[src/rtl/cpu_thread_switch.sv]
// rtl/cpu_thread_switch.sv - round-robin hardware thread scheduler driving flags store save/restore
//
// Optional feature macro: CPU_TIMESLICE_EN (timeslice counter and forced preemption).
//
// Ports:
//   CLK            clock
//   RST_N          synchronous reset, active low
//   thread_ready   per-thread request for the CPU, sampled only when a thread is picked
//   switch_req     pipeline yield request, honoured only while a thread is running
//   thread_num     thread index to the flags store and register file
//   load_en        restore the context of thread_num
//   save_en        save the context of thread_num
//   thread_active  current thread may issue instructions
//   preempted      one-cycle pulse in SAVE when the switch was forced by the timeslice

module cpu_thread_switch #(
    parameter int N_THREADS     = 16,
    parameter int N_THREADS_MSB = $clog2(N_THREADS) - 1,
    parameter int TIMESLICE     = 64,
    parameter int TS_MSB        = $clog2(TIMESLICE) - 1
) (
    input  logic                     CLK,
    input  logic                     RST_N,
    input  logic [N_THREADS-1:0]     thread_ready,
    input  logic                     switch_req,
    output logic [N_THREADS_MSB:0]   thread_num,
    output logic                     load_en,
    output logic                     save_en,
    output logic                     thread_active,
    output logic                     preempted
);

    localparam int TW = N_THREADS_MSB + 1;

    if (TIMESLICE < 2 || TS_MSB < 0) begin : g_bad_timeslice
        $error("cpu_thread_switch: TIMESLICE must be at least 2");
    end

    typedef enum logic [1:0] {
        S_IDLE = 2'd0,
        S_LOAD = 2'd1,
        S_RUN  = 2'd2,
        S_SAVE = 2'd3
    } state_e;

    state_e          state_q, state_d;
    logic [TW-1:0]   thread_num_q, thread_num_d;
    logic [TW-1:0]   rr_start_q, rr_start_d;

    // Round-robin search: the lowest offset from rr_start wins. Because
    // rr_start is always one past the last pick, the outgoing thread is
    // naturally the last candidate when picking from SAVE.
    logic            pick_vld;
    logic [TW-1:0]   pick_idx;
    logic [TW-1:0]   rr_next;

    always_comb begin
        int unsigned j;
        logic [TW-1:0] cand;
        pick_vld = 1'b0;
        pick_idx = '0;
        j        = 0;
        cand     = '0;
        for (int i = N_THREADS - 1; i >= 0; i--) begin
            j    = (int'(rr_start_q) + i) % N_THREADS;
            cand = TW'(j);
            if (thread_ready[cand]) begin
                pick_vld = 1'b1;
                pick_idx = cand;
            end
        end
        rr_next = (pick_idx == TW'(N_THREADS - 1)) ? '0 : pick_idx + 1'b1;
    end

`ifdef CPU_TIMESLICE_EN
    localparam logic [TS_MSB:0] TS_MAX = (TS_MSB + 1)'(TIMESLICE - 1);

    logic [TS_MSB:0]     cnt_q, cnt_d;
    logic                preempt_q, preempt_d;
    logic [N_THREADS-1:0] cur_oh;
    logic                expire;

    always_comb begin
        cur_oh               = '0;
        cur_oh[thread_num_q] = 1'b1;
        expire = (cnt_q == TS_MAX) && ((thread_ready & ~cur_oh) != '0);
    end
`endif

    always_comb begin
        state_d      = state_q;
        thread_num_d = thread_num_q;
        rr_start_d   = rr_start_q;
`ifdef CPU_TIMESLICE_EN
        cnt_d        = cnt_q;
        preempt_d    = preempt_q;
`endif
        case (state_q)
            S_IDLE: begin
                if (pick_vld) begin
                    thread_num_d = pick_idx;
                    rr_start_d   = rr_next;
                    state_d      = S_LOAD;
                end
            end
            S_LOAD: begin
`ifdef CPU_TIMESLICE_EN
                cnt_d = '0;
`endif
                state_d = S_RUN;
            end
            S_RUN: begin
`ifdef CPU_TIMESLICE_EN
                // Saturate so a lone thread can run forever without wrapping.
                if (cnt_q != TS_MAX) begin
                    cnt_d = cnt_q + 1'b1;
                end
                if (switch_req) begin
                    preempt_d = 1'b0;
                    state_d   = S_SAVE;
                end else if (expire) begin
                    preempt_d = 1'b1;
                    state_d   = S_SAVE;
                end
`else
                if (switch_req) begin
                    state_d = S_SAVE;
                end
`endif
            end
            S_SAVE: begin
                if (pick_vld) begin
                    thread_num_d = pick_idx;
                    rr_start_d   = rr_next;
                    state_d      = S_LOAD;
                end else begin
                    state_d = S_IDLE;
                end
            end
            default: state_d = S_IDLE;
        endcase
    end

    always_ff @(posedge CLK) begin
        if (!RST_N) begin
            state_q      <= S_IDLE;
            thread_num_q <= '0;
            rr_start_q   <= '0;
`ifdef CPU_TIMESLICE_EN
            cnt_q        <= '0;
            preempt_q    <= 1'b0;
`endif
        end else begin
            state_q      <= state_d;
            thread_num_q <= thread_num_d;
            rr_start_q   <= rr_start_d;
`ifdef CPU_TIMESLICE_EN
            cnt_q        <= cnt_d;
            preempt_q    <= preempt_d;
`endif
        end
    end

    // IDLE presents an all-zero interface; the held index only matters once a
    // thread is loaded.
    assign thread_num    = (state_q == S_IDLE) ? '0 : thread_num_q;
    assign load_en       = (state_q == S_LOAD);
    assign save_en       = (state_q == S_SAVE);
    assign thread_active = (state_q == S_RUN);
`ifdef CPU_TIMESLICE_EN
    assign preempted     = (state_q == S_SAVE) && preempt_q;
`else
    assign preempted     = 1'b0;
`endif

endmodule

[config.mk]
export PLATFORM = sky130hd
export DESIGN_NAME = cpu_thread_switch
export DESIGN_NICKNAME = d
export VERILOG_FILES = /design/src/rtl/cpu_thread_switch.sv
export SDC_FILE = /design/constraint.sdc
export NUM_CORES = 1
export LEC_CHECK = 0
export BUFFER_PORTS_ARGS = -buffer_cell sky130_fd_sc_hd__buf_2
export CORE_ASPECT_RATIO = 1.5
export CORE_MARGIN = 10
export CORE_UTILIZATION = 42
export CTS_BUF_LIST = sky130_fd_sc_hd__clkbuf_4
export DETAILED_ROUTE_END_ITERATION = 12
export SYNTH_ARGS = -nofsm -noshare
export SYNTH_HDL_FRONTEND = slang
export SYNTH_SLANG_ARGS = --single-unit
[constraint.sdc]
create_clock -name CLK -period 12 [get_ports CLK]
set_input_delay 2.4 -clock CLK [delete_from_list [all_inputs] [get_ports CLK]]
set_output_delay 2.4 -clock CLK [all_outputs]
set_load 0.01 [all_outputs]
==> flow_summary.json, run 1 <==
{
  "status": "finished, final reports clean",
  "cts_made_buffers": 3,
  "vias_per_cell": 6.38,
  "dieArea_um2": 11600,
  "gp_congestion": 0.990,
  "arrival_ps": 5470,
  "hold_violations": 0,
  "hold_depth": 2,
  "worst_path_largest_cell_delay_ps": 610,
  "antenna_cells": 0,
  "cts_resized": 0,
  "path_class": "input pin to flop",
  "path_clk_slew_ps": 60,
  "die_h_um": 127,
  "drt_wl_total_mm": 10.3,
  "grt_max_degree": 47,
  "tightest_slew_ps": 845,
  "cts_sinks": 10,
  "initial_core_util_pct": 43.6,
  "relSlewSlack_pct": 43.3,
  "vias": 3147,
  "synth_cells": 381,
  "cts_hold_buffers": 0,
  "hold_class": "flop to flop",
  "layout-drive-gt1-share_pct": 23.9,
  "cts.path.max_buffers": 2,
  "hpwl_mm": 8.05,
  "cts_tree": "built",
  "globalRouteOverflowTotal": 0,
  "layout_commonest_cell": "mux2i_1",
  "grt_pass1_vias": 3043,
  "mostFrequentLayoutCells": "mux2i_1 (34), nand2_1 (33), nor2_1 (25), buf_2 (25), nand3_1 (20)",
  "cp_cell_sequence": "buf_2, mux4_1, mux2_2, mux2i_4, nor2_1, o311ai_1, o31a_1, o21ai_0, o21ai_0, nand2_1, ha_1, xor2_1, nand2_1, a21oi_1",
  "grt_usage_pct": 17.0,
  "final_net_count": 426,
  "end_kind": "flop",
  "async_flop_share_pct": 0,
  "syn_to_final_growth_pct": 5.14,
  "ioPinCount": 27,
  "finalSetupViolCount": 0,
  "synth_cell_types": 76,
  "ant_nets": 0,
  "critPathLaunchType": "input pin",
  "syn_avg_cell_area_um2": 8.37,
  "syn_area_um2": 3190,
  "rr_worst_depth": 17,
  "final.period_utilization_pct": 44.0,
  "regToRegSetupSlack_ps": 6850,
  "wl_per_cell_um": 20.8,
  "post-cts-setup-buffer-count": 0,
  "root_buffer": "clkbuf_4",
  "cp_top_family": "multiplexers",
  "rsz0062_at_grt": "no",
  "fin_crit_ps": 5270,
  "rows": 38,
  "cts_htree_levels": 1,
  "skew_ps": 2.37,
  "r2r-start": "rr_start_q[0]$_SDFFE_PN0P_",
  "crit_fanout": 7,
  "dr.pass1.iters": 7,
  "drc": 0,
  "grt_pass1_wl_mm": 16.4,
  "syn_nets": 412,
  "antenna_found_initial": 0,
  "worstHoldStart": "thread_num_q[3]$_SDFFE_PN0P_",
  "drtIter0Drc": 339,
  "hold_end": "thread_num_q[3]$_SDFFE_PN0P_",
  "yosysSeqAreaShare_pct": 6.28,
  "slew_viol_final": 0,
  "synth_edf_count": 0,
  "slowest_stage": "mux4_1",
  "portBuffers": 25,
  "yosys_warnings": 0,
  "reg2reg_to": "rr_start_q[2]$_SDFFE_PN0P_",
  "drv_cap": 0,
  "ys_ff_latch": 10,
  "die_w_um": 91.2,
  "max_freq_mhz": 190,
  "clk_latency_ps": 260,
  "core_area_um2": 7320,
  "crit_buf_inv": 1,
  "synthFlopType": "dfxtp_1",
  "cp_data_required_time_ps": 12200,
  "totalNegativeSetupSlack_ps": 0
}
-- worst max-delay path by stage --
stage	cells after the start	end	start
CTS	14	rr_start_q[2]$_SDFFE_PN0P_	thread_ready[11]
global placement	14	rr_start_q[2]$_SDFFE_PN0P_	thread_ready[11]
floorplan	13	rr_start_q[2]$_SDFFE_PN0P_	thread_ready[11]
finish	14	rr_start_q[2]$_SDFFE_PN0P_	thread_ready[11]
global route	14	rr_start_q[3]$_SDFFE_PN0P_	thread_ready[11]
detailed placement	14	rr_start_q[2]$_SDFFE_PN0P_	thread_ready[11]
-- cells in the mapped netlist (all sizes together) (3+ instances only) --
| library cell | instances | area, µm² |
|---|---|---|
| nand3 | 20 | 100 |
| a31oi | 9 | 56.3 |
| dfxtp | 10 | 200 |
| or2 | 4 | 25.0 |
| buf | 15 | 125 |
| nand3b | 4 | 30.0 |
| a211o | 3 | 26.3 |
| xor2 | 4 | 50.1 |
| nor2 | 26 | 100 |
| nand2 | 33 | 124 |
| mux4 | 20 | 458 |
| mux2i | 37 | 408 |
| o311ai | 3 | 26.3 |
| a21boi | 4 | 33.8 |
| a21oi | 16 | 91.3 |
| nor3 | 10 | 55.1 |
| ha | 12 | 150 |
| mux2 | 24 | 285 |
| inv | 10 | 37.5 |
| o211ai | 3 | 22.5 |
| and2 | 4 | 25.0 |
| o21ai | 34 | 178 |
| nand4 | 6 | 37.5 |
| o22ai | 3 | 25.0 |
| nand2b | 4 | 25.0 |
| xnor2 | 9 | 86.3 |
| clkbuf | 6 | 22.5 |
| nor2b | 8 | 50.1 |
| or4 | 3 | 22.5 |
-- state kept, by name, summed over array words and instances, names as in the netlist --
register	count
thread_num_q	4
state_q	2
rr_start_q	4
-- stage by stage --
| stage | util [%] | area, µm² | setup slack, ps | hold WS (ps) | std cells |
|---|---|---|---|---|---|
| CTS | 45.8 | 3350 | 6750 | 489 | 493 |
| floorplan | - | 3190 | 6950 | 454 | 381 |
| detailed placement | 45.5 | 3330 | 6490 | 480 | 490 |
| global placement | 45.5 | 3330 | 6540 | 463 | 490 |
| finish | 45.8 | 3350 | 6730 | 484 | 493 |
| global route | 45.8 | 3350 | 6450 | 516 | 493 |
-- worst register-to-register path: cells and delay by family (launching register included) --
family                   cells  cell delay [ps]
buffers and inverters        3             1470
multiplexers                 3             1170
adder cells (fa/ha/maj)      2              850
AO/OA/AOI/OAI                4              740
AND/OR/NAND/NOR              4              390
flip-flops                   1              310
XOR/XNOR                     1              150
-- layer usage --
layer  track usage (%)  vias up  share of wire (%)
met1              19.7     1500                 39
li1                  -     1492                  -
met3              1.48       36                4.8
met4              8.97        0                4.7
met5                 0        -                  0
met2              30.3      119                 51
-- logic make-up (layout without fill, tap and decap cells) --
family,count (synthesis),in the layout,share of synthesized area (%)
compound gates,103,103,21.8
xor+xnor,13,13,4.28
fa+ha+maj,12,12,4.71
buf+inv,32,44,5.92
flops,10,10,6.28
mux,81,81,36.1
other cells,1,1,0.118
simple gates,129,129,20.8
-- cell type report --
type | instances | area (µm²)
well taps | 100 | 125
fillers | 749 | 3970
repair buffers | 30 | 163
multi-input cells | 339 | 2800
flip-flops and latches | 10 | 201
clock buffers | 3 | 22.5
inverters | 11 | 41.3
Power of run 1 is not shown: default switching activity piles up to over one toggle a cycle in this logic, so the estimate is an artifact.
==> run 2, diff against run 1 <==
==> constraint.sdc (replaced) <==
create_clock -name CLK -period 4.4 [get_ports CLK]
set_input_delay 0.88 -clock CLK [delete_from_list [all_inputs] [get_ports CLK]]
set_output_delay 0.88 -clock CLK [all_outputs]
set_load 0.01 [all_outputs]
==> flow_summary.json, run 2 (synthesis gave the netlist of run 1 again) <==
{
  "post-place-ws_ps": 427,
  "core_area_um2": 7320,
  "root_buffer": "clkbuf_4",
  "wl_per_cell_um": 21.6,
  "skew_ps": 1.49,
  "reg2reg_to": "rr_start_q[2]$_SDFFE_PN0P_",
  "worst-path-stages": 16,
  "die_w_um": 91.2,
  "globalRouteOverflowTotal": 0,
  "grt_usage_pct": 18.0,
  "endpoint": "rr_start_q[2]$_SDFFE_PN0P_",
  "path_class": "flop to flop",
  "multiInputGateArea_um2": 2800,
  "cts_sinks": 10,
  "layout-drive-gt1-share_pct": 25.4,
  "arrival_ps": 4050,
  "cts_made_buffers": 3,
  "grt_max_degree": 46,
  "worstSetupStartpoint": "rr_start_q[1]$_SDFFE_PN0P_",
  "clk_latency_ps": 270,
  "antenna_found_initial": 0,
  "drc": 0,
  "rows": 38,
  "die_h_um": 127,
  "mostFrequentLayoutCells": "mux2i_1 (34), nand2_1 (33), nor2_1 (25), buf_2 (25), nand3_1 (20)",
  "cts_hold_buffers": 0,
  "cp_data_required_time_ps": 4600,
  "rr_worst_depth": 16,
  "final_net_count": 434,
  "drt_wl_total_mm": 10.8,
  "rsz0062_at_grt": "no",
  "vias": 3267,
  "antenna_cells": 0,
  "grt_pass1_wl_mm": 17.1,
  "relSlewSlack_pct": 44.8,
  "dr.pass1.iters": 5,
  "final.period_utilization_pct": 87.5,
  "critPathLaunchType": "flop",
  "finalSetupViolCount": 0,
  "top_regs": "rr_start_q (4), thread_num_q (4), state_q (2)",
  "portBuffers": 25,
  "finish.utilization_pct": 46.8,
  "path_clk_slew_ps": 70,
  "hold_depth": 2,
  "final.fill_count": 788,
  "worst_path_largest_cell_delay_ps": 450,
  "post-cts-setup-buffer-count": 0,
  "dieArea_um2": 11600,
  "crit_fanout": 31,
  "ff_latch_area_um2": 201,
  "hold_class": "flop to flop",
  "layout_commonest_cell": "mux2i_1",
  "cp_top_family": "multiplexers",
  "cp_cell_sequence": "inv_2, ha_1, buf_4, mux4_1, mux2_4, mux2_2, nand3_1, o2111ai_1, nand4_1, o21ai_0, o21ai_0, nand2_1, ha_1, xor2_1, nand2_1, a21oi_1",
  "drtIter0Drc": 349,
  "cts_htree_levels": 1,
  "fin_crit_ps": 3850,
  "tightest_slew_ps": 822,
  "vias_per_cell": 6.51,
  "initial_core_util_pct": 43.6,
  "regToRegSetupSlack_ps": 550,
  "status": "finished, final reports clean",
  "ant_nets": 0,
  "setup_slack_ps": 551,
  "grt_pass1_vias": 3252,
  "cts_tree": "built",
  "r2r-start": "rr_start_q[1]$_SDFFE_PN0P_",
  "syn_to_final_growth_pct": 7.53,
  "gp_congestion": 0.978,
  "cts_resized": 0,
  "drv_cap": 0,
  "slew_viol_final": 0,
  "ioPinCount": 27,
  "max_freq_mhz": 260,
  "slowest_stage": "mux4_1",
  "hpwl_mm": 8.63,
  "crit_buf_inv": 2,
  "totalNegativeSetupSlack_ps": 0,
  "end_kind": "flop",
  "cts.path.max_buffers": 2,
  "hold_violations": 0
}
-- run 2: cell types whose count changed in the layout (fill, tap and decap cells not counted), sizes merged --
cell    before  now
clkinv       1    2
buf         30   38
-- run 2: metrics by stage --
step	instances	hold WS, ps	instance area, µm²
after CTS	502	493	3430
after global placement	498	464	3400
after global routing	502	512	3430
final	502	487	3430
after detailed placement	498	483	3400
after floorplan	381	454	3190
-- run 2: worst reg2reg max path, delay by kind of cell, from the launching register on --
| kind | cells | cell delay, ps |
|---|---|---|
| adders and majority gates | 2 | 520 |
| and+or+nand+nor | 4 | 410 |
| buffers and inverters | 2 | 440 |
| xor gates and xnor gates | 1 | 160 |
| DFF | 1 | 360 |
| AOI/OAI and AO/OA | 4 | 710 |
| muxes | 3 | 1190 |
-- run 2: worst min-delay path by stage --
stage                                   end                          from
2_1_floorplan  thread_num_q[2]$_SDFFE_PN0P_  thread_num_q[2]$_SDFFE_PN0P_
3_3_place_gp   thread_num_q[2]$_SDFFE_PN0P_  thread_num_q[2]$_SDFFE_PN0P_
3_5_place_dp   thread_num_q[3]$_SDFFE_PN0P_  thread_num_q[3]$_SDFFE_PN0P_
4_1_cts        thread_num_q[3]$_SDFFE_PN0P_  thread_num_q[3]$_SDFFE_PN0P_
5_1_grt        thread_num_q[2]$_SDFFE_PN0P_  thread_num_q[2]$_SDFFE_PN0P_
6_report       thread_num_q[2]$_SDFFE_PN0P_  thread_num_q[2]$_SDFFE_PN0P_
-- run 2: per-layer routing --
| layer | wire [µm] | global-route usage, % |
|---|---|---|
| met1 | 3980 | 18.9 |
| met2 | 5690 | 33.4 |
| met3 | 619 | 2.07 |
| met4 | 542 | 10.3 |
| met5 | 0 | 0 |
-- run 2: cell type report --
| type | instances | share of cell area [%] |
|---|---|---|
| well taps | 100 | 3.65 |
| clock inverters | 1 | 0.109 |
| repair buffers | 38 | 6.86 |
| clock buffers | 3 | 0.657 |
| flip-flops and latches | 10 | 5.87 |
| multi-input cells | 339 | 81.6 |
| inverters | 11 | 1.20 |
Power of run 2 is left out for the same reason.
==> run 3, diff against run 2 <==
--- a/config.mk
+++ b/config.mk
@@ -11,6 +11,7 @@
 export CORE_UTILIZATION = 42
 export CTS_BUF_LIST = sky130_fd_sc_hd__clkbuf_4
 export DETAILED_ROUTE_END_ITERATION = 12
+export REMOVE_ABC_BUFFERS = 1
 export SYNTH_ARGS = -nofsm -noshare
 export SYNTH_HDL_FRONTEND = slang
 export SYNTH_SLANG_ARGS = --single-unit
==> flow_summary.json, run 3 (synthesis gave the netlist of run 1 again) <==
{
  "antenna_cells": 0,
  "r2r-start": "rr_start_q[2]$_SDFFE_PN0P_",
  "max_freq_mhz": 252,
  "critPathLaunchType": "flop",
  "arrival_ps": 4170,
  "grt_pass1_wl_mm": 16.8,
  "drc": 0,
  "ff_latch_area_um2": 201,
  "final.fill_count": 760,
  "cts_tree": "built",
  "globalRouteOverflowTotal": 0,
  "finish.utilization_pct": 47.1,
  "hpwl_mm": 8.68,
  "initial_core_util_pct": 43.6,
  "drtIter0Drc": 219,
  "ant_nets": 0,
  "slew_viol_final": 0,
  "final.period_utilization_pct": 90.3,
  "hold_class": "flop to flop",
  "portBuffers": 25,
  "p_leak_nw": 1.32,
  "cts_made_buffers": 3,
  "vias": 3180,
  "hold_violations": 0,
  "top_regs": "rr_start_q (4), thread_num_q (4), state_q (2)",
  "syn_to_final_growth_pct": 8.24,
  "layout_commonest_cell": "mux2i_1",
  "worstHoldStart": "thread_num_q[2]$_SDFFE_PN0P_",
  "path_clk_slew_ps": 70,
  "layout-drive-gt1-share_pct": 25.9,
  "cts_resized": 0,
  "ioPinCount": 27,
  "drv_cap": 0,
  "grt_max_degree": 29,
  "die_w_um": 91.2,
  "dr.pass1.iters": 5,
  "gp_congestion": 1.01,
  "cts_htree_levels": 1,
  "root_buffer": "clkbuf_4",
  "dieArea_um2": 11600,
  "mostFrequentLayoutCells": "mux2i_1 (34), nand2_1 (33), nor2_1 (25), buf_2 (25), nand3_1 (20)",
  "grt_usage_pct": 17.6,
  "p_sw_share_pct": 56.2,
  "cp_data_required_time_ps": 4600,
  "reg2reg_to": "rr_start_q[2]$_SDFFE_PN0P_",
  "final_net_count": 437,
  "finalSetupViolCount": 0,
  "p_per_area_nw_per_um2": 933,
  "vias_per_cell": 6.30,
  "relSlewSlack_pct": 39.2,
  "power_frac_clock_pct": 2.0,
  "p_sw_w": 0.00181,
  "rows": 38,
  "power_frac_comb_pct": 93.0,
  "cts_hold_buffers": 0,
  "rsz0062_at_grt": "no",
  "fin_crit_ps": 3970,
  "cts.path.max_buffers": 2,
  "status": "finished, final reports clean",
  "clk_latency_ps": 260,
  "rr_worst_depth": 14,
  "stdcell_count": 505,
  "crit_fanout": 10,
  "end_kind": "flop",
  "power_frac_seq_pct": 5.0,
  "path_class": "flop to flop",
  "skew_ps": 7.09,
  "cts_sinks": 10,
  "hold_end": "thread_num_q[2]$_SDFFE_PN0P_",
  "internal_power_w": 0.00141,
  "post-cts-setup-buffer-count": 0,
  "place_inst": 501,
  "antenna_found_initial": 0,
  "wl_per_cell_um": 20.8,
  "multiInputGateArea_um2": 2800,
  "ir_drop_v": 0.000346,
  "tightest_slew_ps": 905,
  "grt_pass1_vias": 3240,
  "core_area_um2": 7320,
  "die_h_um": 127,
  "regToRegSetupSlack_ps": 430,
  "drt_wl_total_mm": 10.5,
  "hold_depth": 2
}
-- run 3: cell types whose count changed in the layout (fill, tap and decap cells not counted), sizes merged --
| cell | previous run | this run |
|---|---|---|
| buf | 38 | 41 |
-- run 3: worst max-delay path, stage by stage (launching register included) --
cell and delay [ps]:
dfxtp_1 610, inv_2 90, buf_4 210, ha_1 220, a21oi_4 180, xnor2_1 110
nor3_1 730, o31ai_1 250, a2111o_1 400, o21ai_0 390, nand2_1 110, ha_1 250
xor2_1 150, nand2_1 60, a21oi_1 140
-- run 3: worst max-delay path by stage --
stage	from	endpoint	slack, ps	cells past startpoint
CTS	rr_start_q[0]$_SDFFE_PN0P_	rr_start_q[2]$_SDFFE_PN0P_	450	14
global placement	thread_ready[11]	rr_start_q[2]$_SDFFE_PN0P_	430	14
finish	rr_start_q[2]$_SDFFE_PN0P_	rr_start_q[2]$_SDFFE_PN0P_	430	14
floorplan	rr_start_q[0]$_SDFFE_PN0P_	rr_start_q[2]$_SDFFE_PN0P_	-1120	13
detailed placement	thread_ready[11]	rr_start_q[3]$_SDFFE_PN0P_	360	14
global route	rr_start_q[0]$_SDFFE_PN0P_	rr_start_q[3]$_SDFFE_PN0P_	140	15
-- run 3: final cells by class --
type / instances / share of cell area, %
multi-input cells: 339 / 81.1
well taps: 100 / 3.62
inverters: 11 / 1.20
clock buffers: 3 / 0.652
flip-flops and latches: 10 / 5.84
clock inverters: 1 / 0.109
repair buffers: 41 / 7.47
-- run 3: layer usage --
| layer | wire length, µm | global-route usage (%) | vias to the layer above |
|---|---|---|---|
| li1 | - | - | 1518 |
| met1 | 4010 | 18.6 | 1517 |
| met2 | 5360 | 32.1 | 104 |
| met3 | 379 | 1.53 | 41 |
| met4 | 750 | 12.5 | 0 |
| met5 | 0 | 0 | - |
-- run 3: power by group through the flow --
stage	Combinational, W	Sequential (W)	Clock, W
after detailed placement	0.00295	0.000163	0
after floorplan	0.00211	0.000236	0
after global placement	0.00296	0.000163	0
final	0.00299	0.000162	0.0000634
after CTS	0.00296	0.000162	0.0000672
after global routing	0.00325	0.000168	0.0000709
-- run 3: per-stage QoR --
| stage | setup WS, ps | instance area (µm²) | hold WS [ps] | setup TNS, ps | total power [W] |
|---|---|---|---|---|---|
| after floorplan | -1120 | 3040 | 454 | -8540 | 0.00235 |
| after global placement | 433 | 3430 | 465 | 0 | 0.00312 |
| after detailed placement | 363 | 3430 | 468 | 0 | 0.00311 |
| after CTS | 445 | 3450 | 477 | 0 | 0.00319 |
| after global routing | 144 | 3450 | 504 | 0 | 0.00349 |
| final | 427 | 3450 | 474 | 0 | 0.00322 |
(Power assumes the default switching activity.)
